### src/rtl/pc_fetch_unit.sv
`default_nettype none
// ============================================================================
// Module      : pc_fetch_unit
// Description : Program counter owner; prioritises and buffers redirects
//               across stalls, emits pipeline flush requests, latches HALT.
// Revision    : 1.0 - initial release
// ============================================================================
module pc_fetch_unit #(
    parameter logic [31:0] PC_INIT = 32'h0000_0000
) (
    input  logic        CLK,
    input  logic        RST,
    input  logic        pc_WEN,
    input  logic        br_taken,
    input  logic [31:0] br_target,
    input  logic        jr,
    input  logic [31:0] jr_target,
    input  logic        jump,
    input  logic [31:0] jump_target,
    input  logic        halt,
    output logic [31:0] imemaddr,
    output logic        imemREN,
    output logic [31:0] pc_plus4,
    output logic [3:0]  flushes,
    output logic        pend_valid,
    output logic        halted
);

    localparam logic [1:0] c_CLS_SEQ = 2'd0;
    localparam logic [1:0] c_CLS_JMP = 2'd1;
    localparam logic [1:0] c_CLS_JR  = 2'd2;
    localparam logic [1:0] c_CLS_BR  = 2'd3;

    localparam logic [3:0] c_FLUSH_NONE = 4'b0000;
    localparam logic [3:0] c_FLUSH_ID   = 4'b0001;
    localparam logic [3:0] c_FLUSH_EX   = 4'b0011;

    logic [31:0] r_pc;
    logic [31:0] r_pend_tgt;
    logic [1:0]  r_pend_cls;
    logic        r_pend_valid;
    logic        r_halted;

    logic [1:0]  w_new_cls;
    logic [31:0] w_new_tgt;
    logic        w_new_wins;
    logic [1:0]  w_sel_cls;
    logic [31:0] w_sel_tgt;
    logic [31:0] w_pc_plus4;
    logic        w_advance;

    assign w_pc_plus4 = r_pc + 32'd4;

    // Targets are word-aligned before they are used or buffered.
    always_comb begin
        w_new_cls = c_CLS_SEQ;
        w_new_tgt = w_pc_plus4;
        if (br_taken) begin
            w_new_cls = c_CLS_BR;
            w_new_tgt = {br_target[31:2], 2'b00};
        end else if (jr) begin
            w_new_cls = c_CLS_JR;
            w_new_tgt = {jr_target[31:2], 2'b00};
        end else if (jump) begin
            w_new_cls = c_CLS_JMP;
            w_new_tgt = {jump_target[31:2], 2'b00};
        end
    end

    assign w_new_wins = (w_new_cls != c_CLS_SEQ) &&
                        (!r_pend_valid || (w_new_cls >= r_pend_cls));

    always_comb begin
        w_sel_cls = c_CLS_SEQ;
        w_sel_tgt = w_pc_plus4;
        if (w_new_wins) begin
            w_sel_cls = w_new_cls;
            w_sel_tgt = w_new_tgt;
        end else if (r_pend_valid) begin
            w_sel_cls = r_pend_cls;
            w_sel_tgt = r_pend_tgt;
        end
    end

    // An incoming halt pre-empts the update, so no flush is raised with it.
    assign w_advance = pc_WEN && !r_halted && !halt && !RST;

    always_comb begin
        flushes = c_FLUSH_NONE;
        if (w_advance) begin
            case (w_sel_cls)
                c_CLS_BR:             flushes = c_FLUSH_EX;
                c_CLS_JR, c_CLS_JMP:  flushes = c_FLUSH_ID;
                default:              flushes = c_FLUSH_NONE;
            endcase
        end
    end

    always_ff @(posedge CLK) begin
        if (RST) begin
            r_pc         <= PC_INIT;
            r_pend_tgt   <= 32'd0;
            r_pend_cls   <= c_CLS_SEQ;
            r_pend_valid <= 1'b0;
            r_halted     <= 1'b0;
        end else if (r_halted) begin
            r_pend_valid <= 1'b0;
        end else if (halt) begin
            r_halted     <= 1'b1;
            r_pend_valid <= 1'b0;
            r_pend_cls   <= c_CLS_SEQ;
        end else if (pc_WEN) begin
            r_pc         <= w_sel_tgt;
            r_pend_valid <= 1'b0;
            r_pend_cls   <= c_CLS_SEQ;
        end else if (w_new_wins) begin
            r_pend_tgt   <= w_new_tgt;
            r_pend_cls   <= w_new_cls;
            r_pend_valid <= 1'b1;
        end
    end

    assign imemaddr   = r_pc;
    assign imemREN    = !r_halted;
    assign pc_plus4   = w_pc_plus4;
    assign pend_valid = r_pend_valid;
    assign halted     = r_halted;

endmodule
`default_nettype wire
### config.mk
export PLATFORM = sky130hd
export DESIGN_NAME = pc_fetch_unit
export DESIGN_NICKNAME = d
export VERILOG_FILES = /design/src/rtl/pc_fetch_unit.sv
export SDC_FILE = /design/constraint.sdc
export NUM_CORES = 1
export LEC_CHECK = 0
export CAP_MARGIN = 20
export CORE_ASPECT_RATIO = 0.8
export CORE_MARGIN = 2
export CORE_UTILIZATION = 48
export CTS_CLUSTER_SIZE = 14
export DETAILED_ROUTE_END_ITERATION = 10
export PLACE_DENSITY = 0.87
export SYNTH_ARGS = -nofsm -noshare
export SYNTH_HDL_FRONTEND = slang
export SYNTH_SLANG_ARGS = --single-unit
export TNS_END_PERCENT = 5
### constraint.sdc
create_clock -name CLK -period 5.6 [get_ports CLK]
set_clock_uncertainty 0.2 [all_clocks]
set_input_delay 1.12 -clock CLK [delete_from_list [all_inputs] [get_ports CLK]]
set_output_delay 1.12 -clock CLK [all_outputs]
set_load 0.05 [all_outputs]
* Yosys cells after proc, flatten, opt, wreduce, memory -nomap -nowiden *
Index checks and enable logic that the tools add are counted.

storage, ports and cells
  register bits after elaboration = 68
  word-level logic and storage cells = 46
  input port bits = 103

operators by class
  equality and inequality tests = 3
  magnitude comparators = 1
  bitwise logic cells = 3
  add/subtract/negate cells = 1
  muxes and demuxes = 17
  reduce and logical (&&, ||, !) cells = 16

operators by type and width
  cell                                                  number
  two-way mux 32 bit                                    5
  adder 32 x 3 -> 32 bit (second input constant)        1
  two-way mux 2 bit                                     8
  equality test 2 bit (second input constant)           2
  logical AND 1 bit                                     4
  logical NOT 1 bit                                     4
  case mux 2 bit (2 select lines)                       1
  AND reduction 4 bit                                   1
  OR reduction 4 bit                                    1
  two-way mux 1 bit                                     3
  inverter 1 bit                                        3
  AND reduction 3 bit                                   1
  nonzero test 3 bit                                    1
  equality test 2 x 1 -> 1 bit (second input constant)  1
  >= comparator 2 bit                                   1
  AND reduction 2 bit                                   1
  nonzero test 2 bit                                    1
  OR reduction 2 bit                                    1
  logical OR 1 bit                                      1

* Depth between registers and ports, before layout *
  word-level depth = 11
  gate-level depth with buffers = 13

* Worst setup path before layout *
No wires, ideal clock.

  path type = input-to-output
  from = in jump
  to = out flushes[1]
  arrival = 4.020 ns
  path slack = 0.260 ns
  stages = 12
  cells stage by stage = nor2b_1 clkbuf_1 clkbuf_1 nor2_1 ha_1 nor2b_1 o21a_1 clkbuf_1 buf_1 nor2_1 a21oi_1 a211oi_1

on the way
  longest elaborated chain between the ends = 11
  elaborated cells on any way between the ends = 14

ends and longest elaborated chain
  item                                                                        line  RTL
  start, declared                                                             18    input logic jump,
  two-way mux 1 bit (*)                                                       64    end else if (jump) begin
  two-way mux 2 bit (*)                                                       61    end else if (jr) begin
  two-way mux 2 bit (*)                                                       58    if (br_taken) begin
  >= comparator 2 bit                                                         71    (!r_pend_valid || (w_new_cls >= r_pend_cls));
  logical OR 1 bit                                                            71
  logical AND 1 bit                                                           70    assign w_new_wins = (w_new_cls != c_CLS_SEQ) &&
  two-way mux 2 bit (*)                                                       76    if (w_new_wins) begin
  equality test 2 bit / equality test 2 x 1 -> 1 bit (equally long branches)  91    case (w_sel_cls)
  OR reduction 2 bit                                                          91
  case mux 2 bit (2 select lines) (*)                                         91
  two-way mux 2 bit (*)                                                       90    if (w_advance) begin
  end, declared                                                               24    output logic [3:0] flushes,

Every way passes the cells marked *; elsewhere a longest branch is shown, timed or not.

* Final worst setup path *
Same ends and word-level chain as after synthesis.

==> run summary <==
The run finished with clean final reports. The top cell type by total area after synthesis is dfxtp_1. Max-cap violations in this run came to 0.

The count of flip-flops with a built-in enable after synthesis is 0, and the number of buffers created by CTS is 9. TritonCTS built the clock tree. Measured along the x axis, the die boundary spans 111 um.

Counting instances in the post-synthesis netlist gives the leading cell types as 86 x nand2_1, 68 x dfxtp_1, 61 x o21ai_0, 43 x a21oi_1, 43 x nor2_1. Averaged over all synthesized cells, the footprint is 7.42 sq um. The die covers 9910 sq um. The mean number of vias per cell is 6.33, and the data arrival time of the worst path is 3760 ps. The total chip power came out at 1620 uW. The logs give 68 for the number of distinct standard cells referenced by the synthesized netlist and 0.000176 V for the worst-case vdd ir drop.

The kind of cell adding the most delay to the critical path was compound AO/OA/AOI/OAI gates. The number of hold violations in the final report was 0; the overall routing resource usage was 0.326. After clock tree synthesis, the repair step resized 0 gates.

The fraction of final layout cells with drive strength greater than 1 is 0.0766. Yosys printed 0 warnings. At the pin with the least slew margin, the transition time is 1050 ps. The buffer and inverter count on the worst path came out at 2. The effective utilization at floorplan was 0.489. The fraction of synthesized cell area taken by the top area cell type works out to 0.311.

The worst hold path begins at r_pend_tgt[27]. Total number of vias: 5439. The tools report the category of the worst setup path launch point as a primary input.

Compared with the post-synthesis result, the final layout area differs by 48.0%. Along the worst path, the maximum fanout reaches 11. The tree is rooted in a clkbuf_16.

Port buffer count: 165. The final max-slew violation count came out at 0. Endpoint kind of the worst setup timing path: an output port. The clock period minus final worst setup slack was 5080 ps; the worst-case reg-to-reg path depth was 9.

The height of the chip was 89.4 um. The class of the tightest hold or removal check was reg -> reg. The delay contributed by the slowest stage of the critical path is 670 ps.

After the first detailed-routing iteration, the DRC count stood at 596. In this run the number of H-tree levels came out at 3. The number of storage elements in the synthesis netlist is 68. Final hold analysis gives a worst-case slack of 258 ps. Top flip-flop cell by instance count after synthesis: dfxtp_1.

The initialized floorplan defines 31 standard-cell rows. For this run, the detailed router's first-pass iteration total came to 8. The number of buffers inserted to repair setup after CTS is 0, and the clock transition time at the flip-flop clock pins of the worst setup and hold paths is 50 ps.

Detailed placement ended at an HPWL of 11900 um. For this run the aggregate overflow at the end of global routing stands at 0. The async set or reset register ratio after synthesis was 0. The final antenna-violating net count is 0, and the wire length per cell is 19.3 um.

The share of the cycle needed by the critical path after routing works out to 0.907. The headroom to the max-slew limit was 0.298. The leakage power of the design came out at 0.00237 uW. Synthesis handed over a netlist of 590 instances. The final core utilization is 0.724, and the weighted congestion reported at the end of routability-driven placement is 0.924. The cell area after technology mapping is 4380 sq um.

The clock passes through at most 2 buffers. The worst hold path cell count was 2; the slack of the worst reg-to-reg path was 2180 ps. The critical path in this run is classified as in -> out. Setup repair after global routing left no endpoint under its margin. For the largest net degree at the start of global routing, the log shows 57. The final non-filler cell area came out at 6480 sq um.

The tools report the end of the worst register-to-register path as r_pend_tgt[7]. For the worst-skew pair later-pin latency, the log shows 330 ps. The run gives 4977 as the number of global-route vias before repair.

After detailed routing, the total wire length is 16600 um. The region available for standard cell placement spans 8960 sq um. Among all stages on the critical path, the largest delay is contributed by clkdlybuf4s50_1. The worst register-to-register path begins at r_pend_cls[1]. The sequential cell area fraction in the yosys report is 0.311, and the worst endpoint required time is 4280 ps. The logs give 845 for the layout net count and 0 for the count of hold buffers inserted by post-cts repair.

In the routed design, unresolved DRC markers number 0. CTS saw 68 sinks. Yosys instantiated no cell more often than nand2_1.

The logs give 0 for the setup-violating endpoint count in the final report and 0 for the count of antenna diodes in the layout. The filler cells instantiated in the layout total 669. The summed negative setup slack over all endpoints was 0 ps; the total I/O pin count was 174. Once placement finished, the instance area stood at 6110 sq um. Maximum clock rate: 0.197 GHz. The signal on the critical path passes through clkdlybuf4s50_1 -> nor2_1 -> nand2_1 -> o21ai_1 -> a21oi_1 -> a211oi_1 -> buf_12. Sorting the synthesized cells by area gives the leading types as dfxtp_1 31%, nand2_1 7.4%, o21ai_0 7.0%. The sink of the worst hold path was r_pend_tgt[27].

The initial antenna violation count was 0; the power density of the placed cells was 250 nW/um^2. The first global-routing pass estimated 25700 um of wire.
## metal layers
| layer | up-vias | GRT usage | wire length, um |
|---|---|---|---|
| met5 | - | 0 | 0 |
| met4 | 0 | 0.118 | 516 |
| met3 | 63 | 0.0603 | 1900 |
| met2 | 403 | 0.543 | 7380 |
| met1 | 2508 | 0.431 | 6800 |
| li1 | 2465 | - | - |
## layout make-up
cell class | instances | area, sq um | area share
Multi-Input combinational cell | 456 | 2760 | 0.425
Timing Repair Buffer | 180 | 1770 | 0.274
Sequential cell | 68 | 1360 | 0.210
Clock buffer | 11 | 253 | 0.0390
Tap cell | 115 | 144 | 0.0222
Clock inverter | 5 | 106 | 0.0164
Inverter | 24 | 90.1 | 0.0139
## cells by family after synthesis
logic type | after synthesis | share of synthesized area
and+or+nand+nor | 197 | 0.211
xor gates and xnor gates | 27 | 0.0557
buffers and inverters | 67 | 0.0620
AOI/OAI and AO/OA | 219 | 0.332
muxes | 8 | 0.0186
DFF | 68 | 0.311
other | 1 | 0.000856
adders and majority gates | 3 | 0.00857
## worst min-delay path, cell delays in order, from the launching register on
cell and delay (ps):
dfxtp_1 310, nand2_1 50, a21oi_1 50
## power breakdown
part           total [uW]  switching (uW)  internal, uW
clock                 682             221           461
combinational         405             238           167
sequential            537            28.4           508
## worst max path at each step
| stage | startpoint | cells past startpoint | slack [ps] | end |
|---|---|---|---|---|
| 4_1_cts | jump | 10 | 620 | flushes[1] |
| 3_3_place_gp | jr | 12 | 620 | r_pend_tgt[7] |
| 5_1_grt | jump | 10 | 440 | flushes[1] |
| 6_report | jump | 7 | 520 | flushes[1] |
| 3_5_place_dp | jump | 11 | 520 | r_pend_tgt[7] |
| 2_1_floorplan | jump | 12 | 260 | flushes[1] |
## sequential cells by signal, indices dropped and copies added, names as in the netlist
| register | flops |
|---|---|
| pend_valid | 1 |
| r_pend_tgt | 32 |
| halted | 1 |
| imemaddr | 32 |
| r_pend_cls | 2 |
## per-stage QoR
step | setup slack [ps] | std cells
after floorplan | 260 | 591
after global placement | 615 | 841
after detailed placement | 521 | 842
after CTS | 624 | 858
after global routing | 439 | 859
final | 523 | 859
## placed cells by master, fill, tap and decap left out, drive strengths merged, types with 7 or more instances in the layout
cell type / Yosys / layout
dfxtp: 68 / 68
clkdlybuf4s50: 0 / 162
o221ai: 8 / 8
o221a: 8 / 8
a22oi: 10 / 10
o22ai: 20 / 20
o21ai: 63 / 63
nor2: 45 / 45
nand4: 10 / 10
inv: 23 / 24
nand3: 15 / 15
nand2: 87 / 87
buf: 11 / 18
mux2i: 7 / 7
a211oi: 7 / 7
and3: 7 / 7
a21oi: 44 / 44
nor3: 8 / 8
o2bb2ai: 9 / 9
xnor2: 23 / 23
a221oi: 8 / 8
clkbuf: 32 / 11
Note: power is estimated with default switching activity, not from simulation.
